[src/rtl/hex_display_counter.sv]
// Multi-digit hex display driver with a prescaled up/down counter, per-digit blinking and
// registered active-low 7-segment outputs. Optional leading-zero blanking: HEXDISP_LZ_BLANK_EN.
module hex_display_counter #(
    parameter int NUM_DIGITS = 6,
    parameter int TICK_DIV   = 50_000_000,
    parameter int BLINK_DIV  = 25_000_000
) (
    input  logic                    clk,
    input  logic                    resetn,
    input  logic                    load,
    input  logic [4*NUM_DIGITS-1:0] data_in,
    input  logic                    count_en,
    input  logic                    count_up,
    input  logic [NUM_DIGITS-1:0]   blink_mask,
    output logic [4*NUM_DIGITS-1:0] value,
    output logic                    wrap,
    output logic [7*NUM_DIGITS-1:0] hex_out
);
    localparam int W  = 4 * NUM_DIGITS;
    localparam int HW = 7 * NUM_DIGITS;
    localparam int TW = $clog2(TICK_DIV);
    localparam int BW = $clog2(BLINK_DIV);
    localparam logic [TW-1:0] TICK_LAST  = TW'(TICK_DIV - 1);
    localparam logic [BW-1:0] BLINK_LAST = BW'(BLINK_DIV - 1);

    function automatic logic [6:0] seg7(input logic [3:0] n);
        case (n)
            4'h0: seg7 = 7'h40;  4'h1: seg7 = 7'h79;  4'h2: seg7 = 7'h24;  4'h3: seg7 = 7'h30;
            4'h4: seg7 = 7'h19;  4'h5: seg7 = 7'h12;  4'h6: seg7 = 7'h02;  4'h7: seg7 = 7'h78;
            4'h8: seg7 = 7'h00;  4'h9: seg7 = 7'h18;  4'hA: seg7 = 7'h08;  4'hB: seg7 = 7'h03;
            4'hC: seg7 = 7'h46;  4'hD: seg7 = 7'h21;  4'hE: seg7 = 7'h06;  default: seg7 = 7'h0E;
        endcase
    endfunction

    // Display of an all-zero value: every digit shows "0", or only digit 0 when blanking leading zeros.
    function automatic logic [HW-1:0] hex_reset_pattern();
        logic [HW-1:0] p;
        for (int i = 0; i < NUM_DIGITS; i++) begin
`ifdef HEXDISP_LZ_BLANK_EN
            p[7*i +: 7] = (i == 0) ? 7'h40 : 7'h7F;
`else
            p[7*i +: 7] = 7'h40;
`endif
        end
        return p;
    endfunction

    localparam logic [HW-1:0] HEX_RST = hex_reset_pattern();

    logic [W-1:0]  value_reg, value_next;
    logic [TW-1:0] tick_cnt_reg, tick_cnt_next;
    logic [BW-1:0] blink_cnt_reg, blink_cnt_next;
    logic          blink_phase_reg, blink_phase_next;
    logic          wrap_reg, wrap_next;
    logic [HW-1:0] hex_reg, hex_next;
    logic          tick;

    assign tick = count_en && (tick_cnt_reg == TICK_LAST);

    always_comb begin
        value_next    = value_reg;
        tick_cnt_next = tick_cnt_reg;
        wrap_next     = 1'b0;
        if (load) begin
            // A load on the same edge as a tick discards the step.
            value_next    = data_in;
            tick_cnt_next = '0;
        end else if (count_en) begin
            if (tick) begin
                tick_cnt_next = '0;
                value_next    = count_up ? value_reg + W'(1) : value_reg - W'(1);
                wrap_next     = count_up ? (value_reg == {W{1'b1}}) : (value_reg == '0);
            end else begin
                tick_cnt_next = tick_cnt_reg + TW'(1);
            end
        end
    end

    always_comb begin
        blink_cnt_next   = blink_cnt_reg + BW'(1);
        blink_phase_next = blink_phase_reg;
        if (blink_cnt_reg == BLINK_LAST) begin
            blink_cnt_next   = '0;
            blink_phase_next = ~blink_phase_reg;
        end
    end

    for (genvar gi = 0; gi < NUM_DIGITS; gi++) begin : g_digit
        logic lz_blank;
`ifdef HEXDISP_LZ_BLANK_EN
        assign lz_blank = (gi != 0) && (value_reg[W-1:4*gi] == '0);
`else
        assign lz_blank = 1'b0;
`endif
        assign hex_next[7*gi +: 7] = (lz_blank || (blink_mask[gi] && blink_phase_reg))
                                     ? 7'h7F : seg7(value_reg[4*gi +: 4]);
    end

    always_ff @(posedge clk or negedge resetn) begin
        if (!resetn) begin
            value_reg       <= '0;
            tick_cnt_reg    <= '0;
            blink_cnt_reg   <= '0;
            blink_phase_reg <= 1'b0;
            wrap_reg        <= 1'b0;
            hex_reg         <= HEX_RST;
        end else begin
            value_reg       <= value_next;
            tick_cnt_reg    <= tick_cnt_next;
            blink_cnt_reg   <= blink_cnt_next;
            blink_phase_reg <= blink_phase_next;
            wrap_reg        <= wrap_next;
            hex_reg         <= hex_next;
        end
    end

    assign value   = value_reg;
    assign wrap    = wrap_reg;
    assign hex_out = hex_reg;
endmodule

[config.mk]
export PLATFORM = sky130hd
export DESIGN_NAME = hex_display_counter
export DESIGN_NICKNAME = d
export VERILOG_FILES = /design/src/rtl/hex_display_counter.sv
export SDC_FILE = /design/constraint.sdc
export NUM_CORES = 1
export LEC_CHECK = 0
export CORE_AREA = 2 2 119 121
export CTS_BUF_LIST = sky130_fd_sc_hd__clkbuf_16
export CTS_CLUSTER_DIAMETER = 200
export DETAILED_ROUTE_END_ITERATION = 10
export DIE_AREA = 0 0 121 123
export GPL_TIMING_DRIVEN = 0
export PLACE_DENSITY = 0.79
export RECOVER_POWER = 25
export SYNTH_ARGS = -nofsm -noshare
export SYNTH_HDL_FRONTEND = slang
export SYNTH_SLANG_ARGS = --single-unit
[constraint.sdc]
create_clock -name clk -period 4.3 [get_ports clk]
set_clock_uncertainty 0.05 [all_clocks]
set_input_delay 1.29 -clock clk [delete_from_list [all_inputs] [get_ports clk]]
set_output_delay 1.29 -clock clk [all_outputs]
set_load 0.02 [all_outputs]
==> metrics.log <==
[metrics] Inserted Diodes: 0
[metrics] count of flip-flops with a built-in enable after synthesis: 0
[metrics] YS warnings: 0
[metrics] most common cell after layout, fill and taps aside: dfrtp_1
[metrics] number of buffers added by the clock tree synthesis step: 17
[metrics] most used flip-flop cell after synthesis: dfrtp_1
[metrics] share of final-layout standard cells stronger than drive strength 1: 0.05301
[metrics] CP cell instances: dlymetal6s2s_1, clkinvlp_4, buf_4, buf_4, ha_1, clkbuf_1, nand2_1, nor4_1, nor4_2, o41ai_1, xnor2_1, o21ai_0
[metrics] violated checks: capacitance limit, slew limit
[metrics] flip-flop count of the largest register, all copies and words added: 42
[metrics] Worst R2R Start: value[0]
[metrics] cell type of the slowest stage on the worst timing path: o41ai_1
[metrics] CP Buf/Inv Count: 5
[metrics] normalized max-slew margin: -0.7026
[metrics] startpoint of the lowest-slack hold path: blink_cnt_reg[4]
[metrics] unrepaired setup endpoints after global routing: false
[metrics] Via-to-Cell Ratio: 5.750
[metrics] all-layer global routing usage: 0.2679
[metrics] DIE AREA: 14880 um2
[metrics] synthesized netlist net count: 911
[metrics] cell family with the largest share of critical-path delay: buffers and inverters
[metrics] pin count of the biggest net entering global routing: a little over 60
[metrics] vias: roughly 6600
[metrics] via count of the first global-routing pass: ~6300
[metrics] Post-Route WL: 18.94 mm
[metrics] buffers added on ports: 100
[metrics] total negative slack for setup checks: 0 ns
[metrics] footprint of the flip-flops and latches: 2985 um2
[metrics] final hold violations: 0
[metrics] clock root buffer: clkbuf_16
[metrics] global placer's final weighted congestion: 0.9532
[metrics] stage delay of the slowest cell on the critical path: 0.48 ns
[metrics] detailed-route DRC error count: 0
[metrics] cell repeated most along the worst path: buf_4
[metrics] number of primary I/O pins: 102
[metrics] synthesized area divided by synthesized cell count: 8.908 um2
[metrics] Pwr Density: around 390 nW/um2
[metrics] First DRT Iteration DRCs: 603
[metrics] transition time at the pin with the least slew margin: 2.554 ns
[metrics] nature of the critical path startpoint: primary input
[metrics] commonest non-fill, non-tap cells in the layout: dfrtp_1, clkdlybuf4s50_1, nand2_1, nor2_1, ha_1
[metrics] Period minus WS final: 3.770 ns
[metrics] run status: finished with violations
[metrics] maximum net fanout on the critical path: 11
[metrics] Final setup violation count: 0
[metrics] die span in y: 123 um
[metrics] routed wirelength normalized by instance count: 16.58 um
[metrics] DP Area: 8622 um2
[metrics] internal portion of total power: 2.460 mW
[metrics] number of antenna violations at the first check in global routing: 0
[metrics] clk sink count: 119
[metrics] Initial Util: 0.5412
[metrics] portion of the post-synthesis area used by sequential elements: 0.4052
[metrics] Gate Count Post-Synth: 827
[metrics] summed instance area of the synthesized netlist: 7367 um2
[metrics] antenna-violating nets left: 0
[metrics] worst-case clock buffer depth: 2
[metrics] placement row count: 43
[metrics] crit path capture type: flop
[metrics] worst IR drop on VDD: 0.2789 mV
[metrics] Die X: 121 um
[metrics] Post-synth ARST share: 1.000
[metrics] area taken by multi-input logic gates: 4121 um2
[metrics] max-cap violation count: 1
[metrics] layout filler cell count: 1088
[metrics] fin area: between 9000 and 10000 um2
[metrics] CTS H-Tree Depth: 4
[metrics] CTS tree: done
[metrics] net count of the finished layout: around 1000
[metrics] post-route clock period utilization: 0.8768
[metrics] sequential share of power: 0.360
[metrics] first-pass GRT wire length: 31.31 mm
[metrics] DP HPWL: 13.58 mm
[metrics] Max Transition Viols Final: 60
[metrics] number of synthesized register bits: 119
[metrics] leakage power: 4.034 nW
[metrics] area inside the core boundary: between 10000 and 15000 um2
[metrics] count of different cell masters after synthesis: 51
[metrics] Achievable Freq: 0.2652 GHz
[metrics] total overflow reported by the global router: 0
[metrics] worst setup path start: count_up
[metrics] area delta synth->final: 25.32%
[metrics] hold buffer count at CTS: 0
[metrics] worst path arrival time: around 4 ns
[metrics] first-pass detailed-route iteration total: 5
[metrics] Switching Fraction: 0.3087
[metrics] clock slew seen by the registers of the worst setup and hold paths: 0.06 ns
[metrics] min-delay worst type: reg2reg
[metrics] clock latency at the later pin of the worst-skew pair: 0.42 ns
[metrics] Combinational Power Share: 0.259
[metrics] critical path type: in2reg
[metrics] required time reported for the critical path endpoint: 4.53 ns
[metrics] Clock power frac: 0.381
[metrics] net switching power: 1.099 mW
## cell families (layout without fill, tap and decap cells)
group                      count (synthesis)  after routing  synth area share
buffers and inverters                     75            210           0.03855
and+or+nand+nor                          322            322            0.2137
xor gates and xnor gates                  64             64           0.07609
adders and majority gates                 49             49           0.08424
AOI/OAI and AO/OA                        190            190            0.1710
muxes                                      8              8           0.01121
DFF                                      119            119            0.4052
## metal layers
| metal | global-route usage | vias up | share of wire |
|---|---|---|---|
| met2 | 0.4312 | 196 | 0.48 |
| met3 | 0.05351 | 27 | 0.052 |
| li1 | - | 3187 | - |
| met1 | 0.3587 | 3157 | 0.46 |
| met4 | 0.1017 | 0 | 0.016 |
| met5 | 0 | - | 0 |
## cells in the mapped netlist (all sizes together), types with 21 or more instances
cell,number,area [um2]
xor2,37,324.1
o21ai,43,215.2
dfrtp,113,2828
nand4,23,143.9
a21oi,42,210.2
inv,33,123.9
xnor2,27,236.5
nand2,97,364.1
nand3,31,160.1
a21o,21,157.7
clkbuf,40,150.1
ha,48,600.6
o311ai,23,201.4
nor2,75,281.5
## through the flow
stage	utilization	instances	power, mW	hold WS (ns)	setup WS [ns]
2_1_floorplan	-	827	1.839	0.3880	0.5195
3_3_place_gp	0.6313	1107	2.187	0.4061	-2.618
3_5_place_dp	0.6334	1108	2.201	0.4084	-0.7460
4_1_cts	0.6762	1140	3.565	0.4216	0.001809
5_1_grt	0.6783	1142	3.723	0.4350	0.3555
6_report	0.6783	1142	3.559	0.4209	0.5298
## layout make-up
class                      count  share of cell area
timing repair inverter         1           0.0008131
multi-input combinational    633              0.4464
inverter                      33             0.01382
clock inverter                14             0.01464
timing repair buffer         103              0.1132
sequential                   119              0.3233
buffer                        42             0.01735
clock buffer                  17             0.04608
tap                          180             0.02439
## power by group through the flow
stage | sequential (mW) | combinational [mW] | clock, mW
finish | 1.28 | 0.921 | 1.36
detailed placement | 1.30 | 0.902 | 0
global route | 1.29 | 1.01 | 1.42
CTS | 1.28 | 0.911 | 1.37
floorplan | 1.40 | 0.439 | 0
global placement | 1.30 | 0.889 | 0
## final timing paths
check	to	slack (ns)	cells past startpoint
hold reg to reg	blink_cnt_reg[4]	0.42	1
setup reg to reg	value[18]	1.54	8
min in group asynchronous	hex_out[5]	1.76	1
hold / removal	blink_cnt_reg[4]	0.42	1
max in group asynchronous	hex_out[31]	0.98	1
setup / recovery	value[21]	0.53	12
## worst reg2reg max path: stages, from the launching register on
cell and delay, ns:
dfrtp_1 0.51, fa_1 0.51, a21o_1 0.20, a221oi_2 0.42, o31ai_1 0.13, a31oi_1 0.34
o21ai_0 0.20, xnor2_1 0.15, o21ai_0 0.17
## repair_timing
action	in CTS	in global routing
endpoints found under the setup margin	6	9
cloned	1	0
setup buffers	0	2
resized for setup	3	4
(Power assumes the default switching activity.)
